### config.mk
export PLATFORM = sky130hd
export DESIGN_NAME = sindoku_ctrl
export DESIGN_NICKNAME = d
export VERILOG_FILES = /design/src/rtl/sindoku_pkg.sv /design/src/rtl/sindoku_cursor.sv /design/src/rtl/sindoku_ctrl.sv
export SDC_FILE = /design/constraint.sdc
export NUM_CORES = 1
export LEC_CHECK = 0
export CORE_MARGIN = 4
export CORE_UTILIZATION = 50
export CTS_CLUSTER_SIZE = 28
export DETAILED_ROUTE_END_ITERATION = 8
export PLACE_DENSITY = 0.87
export SLEW_MARGIN = 20
export SYNTH_ARGS = -nofsm -noshare
export SYNTH_HDL_FRONTEND = slang
export SYNTH_SLANG_ARGS = --single-unit
### constraint.sdc
create_clock -name Clk -period 3.62 [get_ports Clk]
set_clock_uncertainty 0.1 [all_clocks]
set_input_delay 0.724 -clock Clk [delete_from_list [all_inputs] [get_ports Clk]]
set_output_delay 0.724 -clock Clk [all_outputs]
set_load 0.03 [all_outputs]
### src/rtl/sindoku_pkg.sv
// Shared definitions for the sindoku board controller.
// Holds the board geometry, the one-hot state encoding and the helper
// that turns a (row, col) cursor position into a flat cell address.
package sindoku_pkg;

    localparam int BOARD_DIM = 9;
    localparam int CELLS     = BOARD_DIM * BOARD_DIM;
    localparam int ADDR_W    = 7;

    // Highest legal row/column index; the cursor saturates here.
    localparam logic [3:0] MAX_IDX = 4'(BOARD_DIM - 1);

    // One-hot encoding so each state bit can drive its indicator directly.
    typedef enum logic [4:0] {
        ST_EDIT      = 5'b00001,
        ST_WRCHK     = 5'b00010,
        ST_CHKRD     = 5'b00100,
        ST_CORRECT   = 5'b01000,
        ST_INCORRECT = 5'b10000
    } state_t;

    // Flat cell address: row * 9 + col, range 0..80 for legal positions.
    function automatic logic [ADDR_W-1:0] cell_addr(input logic [3:0] row,
                                                    input logic [3:0] col);
        return 7'(row) * 7'(BOARD_DIM) + 7'(col);
    endfunction

endpackage

### src/rtl/sindoku_cursor.sv
// Cursor position register for the sindoku board.
// Ports:
//   Clk, Reset          clock and asynchronous active-high reset
//   move_en             moves are honoured only while this is high
//   move_up/down/left/right  single-cycle move requests
//   row, col            registered cursor position, 0..8
//   addr                row*9+col, derived combinationally from the registers
module sindoku_cursor
    import sindoku_pkg::*;
(
    input  logic              Clk,
    input  logic              Reset,
    input  logic              move_en,
    input  logic              move_up,
    input  logic              move_down,
    input  logic              move_left,
    input  logic              move_right,
    output logic [3:0]        row,
    output logic [3:0]        col,
    output logic [ADDR_W-1:0] addr
);

    // Only one move is applied per cycle, priority up > down > left > right.
    // A move against an edge leaves the position unchanged (no wrap).
    always_ff @(posedge Clk or posedge Reset) begin
        if (Reset) begin
            row <= 4'd0;
            col <= 4'd0;
        end else if (move_en) begin
            if (move_up) begin
                if (row != 4'd0) row <= row - 4'd1;
            end else if (move_down) begin
                if (row != MAX_IDX) row <= row + 4'd1;
            end else if (move_left) begin
                if (col != 4'd0) col <= col - 4'd1;
            end else if (move_right) begin
                if (col != MAX_IDX) col <= col + 4'd1;
            end
        end
    end

    assign addr = cell_addr(row, col);

endmodule

### src/rtl/sindoku_ctrl.sv
// Sindoku board controller: cursor editing, guarded cell commits and a
// sequential full-board check against a solution ROM.
// Ports:
//   Clk, Reset                 clock and asynchronous active-high reset
//   BtnR/L/U/D/C               single-cycle button pulses (move / commit)
//   CheckReq, Ack              start a board check / clear a check result
//   UserVal                    value to commit (0 clears, 1..9 digits)
//   MemAddr/MemWe/MemWdata     board RAM port, address shared with both ROMs
//   MemRdata, GivenRd, SolRdata  RAM / given flag / solution, one-cycle latency
//   CurRow, CurCol             cursor position
//   Rejected                   one-cycle pulse when a commit is refused
//   ErrAddr                    first mismatching cell of the last failed check
//   q_Edit ... q_Incorrect     one-hot state indicators
module sindoku_ctrl
    import sindoku_pkg::*;
(
    input  logic              Clk,
    input  logic              Reset,
    input  logic              BtnR,
    input  logic              BtnL,
    input  logic              BtnU,
    input  logic              BtnD,
    input  logic              BtnC,
    input  logic              CheckReq,
    input  logic              Ack,
    input  logic [3:0]        UserVal,
    output logic [ADDR_W-1:0] MemAddr,
    output logic              MemWe,
    output logic [3:0]        MemWdata,
    input  logic [3:0]        MemRdata,
    input  logic              GivenRd,
    input  logic [3:0]        SolRdata,
    output logic [3:0]        CurRow,
    output logic [3:0]        CurCol,
    output logic              Rejected,
    output logic [ADDR_W-1:0] ErrAddr,
    output logic              q_Edit,
    output logic              q_Wr,
    output logic              q_Chk,
    output logic              q_Correct,
    output logic              q_Incorrect
);

    state_t            state, next_state;
    logic [ADDR_W-1:0] scan_k;
    logic [ADDR_W-1:0] scan_addr;
    logic [ADDR_W-1:0] cur_addr;
    logic [3:0]        wr_val;
    logic [ADDR_W-1:0] err_addr_q;
    logic              rejected_q;
    logic              mismatch;
    logic              move_en;

    // Cursor moves only in EDIT and only when neither a check nor a commit
    // claims the cycle.
    assign move_en = (state == ST_EDIT) && !CheckReq && !BtnC;

    sindoku_cursor u_cursor (
        .Clk        (Clk),
        .Reset      (Reset),
        .move_en    (move_en),
        .move_up    (BtnU),
        .move_down  (BtnD),
        .move_left  (BtnL),
        .move_right (BtnR),
        .row        (CurRow),
        .col        (CurCol),
        .addr       (cur_addr)
    );

    // Data returned this cycle belongs to address scan_k-1; a blank cell
    // never matches a solution digit.
    assign mismatch = (MemRdata == 4'd0) || (MemRdata != SolRdata);

    // The final scan cycle (k = 81) has no new cell to fetch, so hold the
    // address at the last cell rather than leaving the board range.
    assign scan_addr = (scan_k == 7'(CELLS)) ? 7'(CELLS - 1) : scan_k;

    always_ff @(posedge Clk or posedge Reset) begin
        if (Reset) state <= ST_EDIT;
        else       state <= next_state;
    end

    always_comb begin
        next_state = state;
        unique case (state)
            ST_EDIT: begin
                if (CheckReq)                      next_state = ST_CHKRD;
                else if (BtnC && UserVal <= 4'd9)  next_state = ST_WRCHK;
            end
            ST_WRCHK:
                next_state = ST_EDIT;
            ST_CHKRD: begin
                if (scan_k != '0) begin
                    if (mismatch)                   next_state = ST_INCORRECT;
                    else if (scan_k == 7'(CELLS))   next_state = ST_CORRECT;
                end
            end
            ST_CORRECT, ST_INCORRECT: begin
                if (Ack) next_state = ST_EDIT;
            end
            default:
                next_state = ST_EDIT;
        endcase
    end

    always_comb begin
        MemAddr     = (state == ST_CHKRD) ? scan_addr : cur_addr;
        MemWe       = (state == ST_WRCHK) && !GivenRd;
        MemWdata    = wr_val;
        Rejected    = rejected_q;
        ErrAddr     = err_addr_q;
        q_Edit      = (state == ST_EDIT);
        q_Wr        = (state == ST_WRCHK);
        q_Chk       = (state == ST_CHKRD);
        q_Correct   = (state == ST_CORRECT);
        q_Incorrect = (state == ST_INCORRECT);
    end

    // Commit value latch, scan counter, error address and reject pulse.
    // The scan counter is parked at 0 in EDIT so a check always starts at k=0.
    always_ff @(posedge Clk or posedge Reset) begin
        if (Reset) begin
            scan_k     <= '0;
            wr_val     <= 4'd0;
            err_addr_q <= '0;
            rejected_q <= 1'b0;
        end else begin
            rejected_q <= 1'b0;
            unique case (state)
                ST_EDIT: begin
                    scan_k <= '0;
                    if (!CheckReq && BtnC) begin
                        if (UserVal > 4'd9) rejected_q <= 1'b1;
                        else                wr_val     <= UserVal;
                    end
                end
                ST_WRCHK: begin
                    if (GivenRd) rejected_q <= 1'b1;
                end
                ST_CHKRD: begin
                    scan_k <= scan_k + 7'd1;
                    if (scan_k != '0 && mismatch) err_addr_q <= scan_k - 7'd1;
                end
                default: ;
            endcase
        end
    end

endmodule

==> flow_metrics.tcl, run 1 <==
set metrics [dict create \
    stdcell_count 342 \
    core_area_sq_um 4380 \
    gp_congestion 0.882 \
    crit_path_start_kind "flop" \
    num_rows 24 \
    postSynthCellCount 232 \
    numCtsBuffers 5 \
    start_util_pct 51.7 \
    yosysSeqAreaShare_pct 35.4 \
    grt_max_degree 33 \
    fill_cells 348 \
    grt_first_pass_wirelength_microns 8380 \
    yosys.area.top_type "dfrtp_1" \
    critical_path.reg2reg.startpoint "scan_k[0]" \
    post_cts.repair.setup_buffers 0 \
    cp.required_ns 2.80 \
    synth.distinct_cells 49 \
    p_switching_w 0.00128 \
    cts_sinks 32 \
    synth_nets 276 \
    io_pins 55 \
    hold_class "flop to flop" \
    port_buffers 54 \
    synth_area_leaders "dfrtp_1 (34%), ha_1 (10%), xor2_1 (5.4%)" \
    layout_commonest_cell "clkdlybuf4s50_1" \
    cts_tree "done" \
    maxCapViolations 0 \
    track_usage_pct 19.4 \
    hold_viol 0 \
    ctsResizeCount 1 \
    seqPwrFrac_pct 22.6 \
    clk_pin_slew_ns 0.06 \
    cp.arrival_ns 2.70 \
    vias_per_cell 5.49 \
    areaGrowthSynthToFinish_pct 30.2 \
    cp_max_fo 7 \
    wl_microns 4990 \
    status "completed" \
    async_flop_share_pct 100 \
    ys_ff_latch 32 \
    antenna_found_initial 0 \
    final.min_clock_period_ns 3.52 \
    diodes 0 \
    clk_latency_ns 0.28 \
    setup_tns_ns 0 \
    dp_hpwl_microns 3880 \
    max_freq_mhz 284 \
    cp_top_family "adder cells" \
    cts.htree.levels 2 \
    crit_chain "ha_1 > ha_1 > ha_1 > xor2_1 > a21oi_1 > clkdlybuf4s50_1" \
    cts_root_buf "clkbuf_8" \
    syn_area_sq_um 2270 \
    endpoint_kind "primary output" \
    grt_pass1_vias 1810 \
    setup_viol_count_final 0 \
    gr-total-overflow 0 \
    avgSynthCellArea_sq_um 9.77 \
    min_period_over_period_pct 97.4 \
    cpMostUsedCell "ha_1" \
    die_h_microns 75.3 \
    cellLeakagePower_nw 1.32 \
    postCtsHoldBufs 0 \
    startpoint "u_cursor.row[0]" \
    powerDensity_nw_per_um2 918 \
    wire_per_inst_microns 14.6 \
    synth-edff-count 0 \
    layout-drive-gt1-share_pct 12.4 \
    ant_nets 0 \
    first_iter_violations 100 \
    yosysWarnings 0 \
    synth_top_area_share_pct 34.2 \
    vias 1879 \
    worst_pin_slew_ns 0.503 \
    die_area_sq_um 5680 \
    p_comb_share_pct 66.9 \
    worst-setup-path-type "flop to primary output" \
    rsz0062_at_grt "no" \
    final_cell_mix "clkdlybuf4s50_1 (51), dfrtp_1 (30), inv_1 (19), ha_1 (18)" \
    vdd_drop_max_mv 0.474 \
    die_w_microns 75.3 \
    p_sw_share_pct 47.2 \
    nNetsFinal 333 \
    first_pass_iters 4 \
    cell_internal_pwr_w 0.00143 \
    slew_violations 0 \
    cp_slowest_cell "clkdlybuf4s50_1" \
    yosys_most_used_dff "dfrtp_1" \
    total_power_w 0.00271 \
    final_core_util_pct 67.4 \
    cts_max_path_buffers 2 \
    p_clk_share_pct 10.4 \
    cp_slowest_stage_delay_ns 0.69 \
    drc 0 \
    hold_slack_ns 0.405 \
    hp-start "MemWdata[3]" \
    timing.slew.headroom_pct 66.1 \
    critPathBufInv 1 \
    dp.cells 334 \
]
## cell type report
type / instances / area [sq um] / area share (%)
clock buffer: 8 / 90.1 / 3.05
inverter: 19 / 71.3 / 2.42
multi-input combinational: 174 / 1370 / 46.3
sequential: 32 / 803 / 27.2
tap: 52 / 65.1 / 2.20
timing repair buffer: 57 / 557 / 18.9
## flip-flops by register name, indices dropped and copies added (netlist names)
| signal | flops |
|---|---|
| u_cursor.row | 4 |
| MemWdata | 4 |
| ErrAddr | 7 |
| u_cursor.col | 4 |
| scan_k | 7 |
| Rejected | 1 |
| state | 5 |
## metal layers
layer | GRT usage [%] | vias to the layer above | wire length [microns]
met4 | 5.83 | 0 | 65
met2 | 30.6 | 59 | 2360
met1 | 26.9 | 883 | 2250
met3 | 4.35 | 7 | 313
met5 | 0 | - | 0
li1 | - | 930 | -
## per-stage QoR
stage | worst slack [ns] | area [sq um]
finish | 0.0959 | 2950
detailed placement | 0.272 | 2850
CTS | 0.0410 | 2940
floorplan | 0.124 | 2270
global route | 0.0303 | 2950
global placement | 0.352 | 2850
## cells by family (layout without fill, tap and decap cells)
kind of cell	Yosys count	after routing	synth area share [%]
flops	32	32	35.4
compound gates	46	46	12.8
mux	14	14	6.73
xor+xnor	20	20	7.73
simple gates	72	72	19.3
fa+ha+maj	22	22	13.1
buf+inv	26	84	4.91
## final timing paths
path	to	slack, ns	cells after the start
worst min-delay path	MemWdata[3]	0.40	1
max in group asynchronous	state[0]	2.36	3
worst min register to register	MemWdata[3]	0.40	1
min in group asynchronous	MemWdata[3]	0.73	3
worst max register to register	ErrAddr[3]	1.45	6
worst max-delay path	MemAddr[3]	0.1	6
## power groups by stage
stage          clock [W]  combinational, W  sequential [W]
2_1_floorplan          0          0.000958        0.000803
3_3_place_gp           0           0.00177        0.000612
3_5_place_dp           0           0.00181        0.000617
4_1_cts         0.000288           0.00180        0.000611
5_1_grt         0.000303           0.00197        0.000635
6_report        0.000283           0.00181        0.000614
## Yosys cell counts, drive strengths merged (2+ instances only)
master and n:
dfrtp 31, ha 19, inv 19, nand2 18, o21ai 17, xor2 14, a21oi 12, mux2 10
nor2 7, nand3 6, nor4b 6, xnor2 6, buf 5, nor2b 5, nor3 5, or2 5
a21o 4, mux2i 4, and2 3, and3 3, fa 3, nand4 3, o31ai 3, clkbuf 2
nand2b 2, nor4 2, o211ai 2
## worst register-to-register path, delay by kind of cell (launching register included)
family,cells,cell delay (ns)
AOI/OAI and AO/OA,1,0.40
adders and majority gates,1,0.21
and+or+nand+nor,2,0.34
muxes,1,0.39
DFF,1,0.48
buffers and inverters,1,0.13
Note: power is estimated with default switching activity, not from simulation.
==> run 2: changes to the inputs <==
Settings changed: CTS_CLUSTER_SIZE 28 to 16.
==> results of run 2 <==
Same layout as run 1: the final DEF is identical, and so are final timing and power.
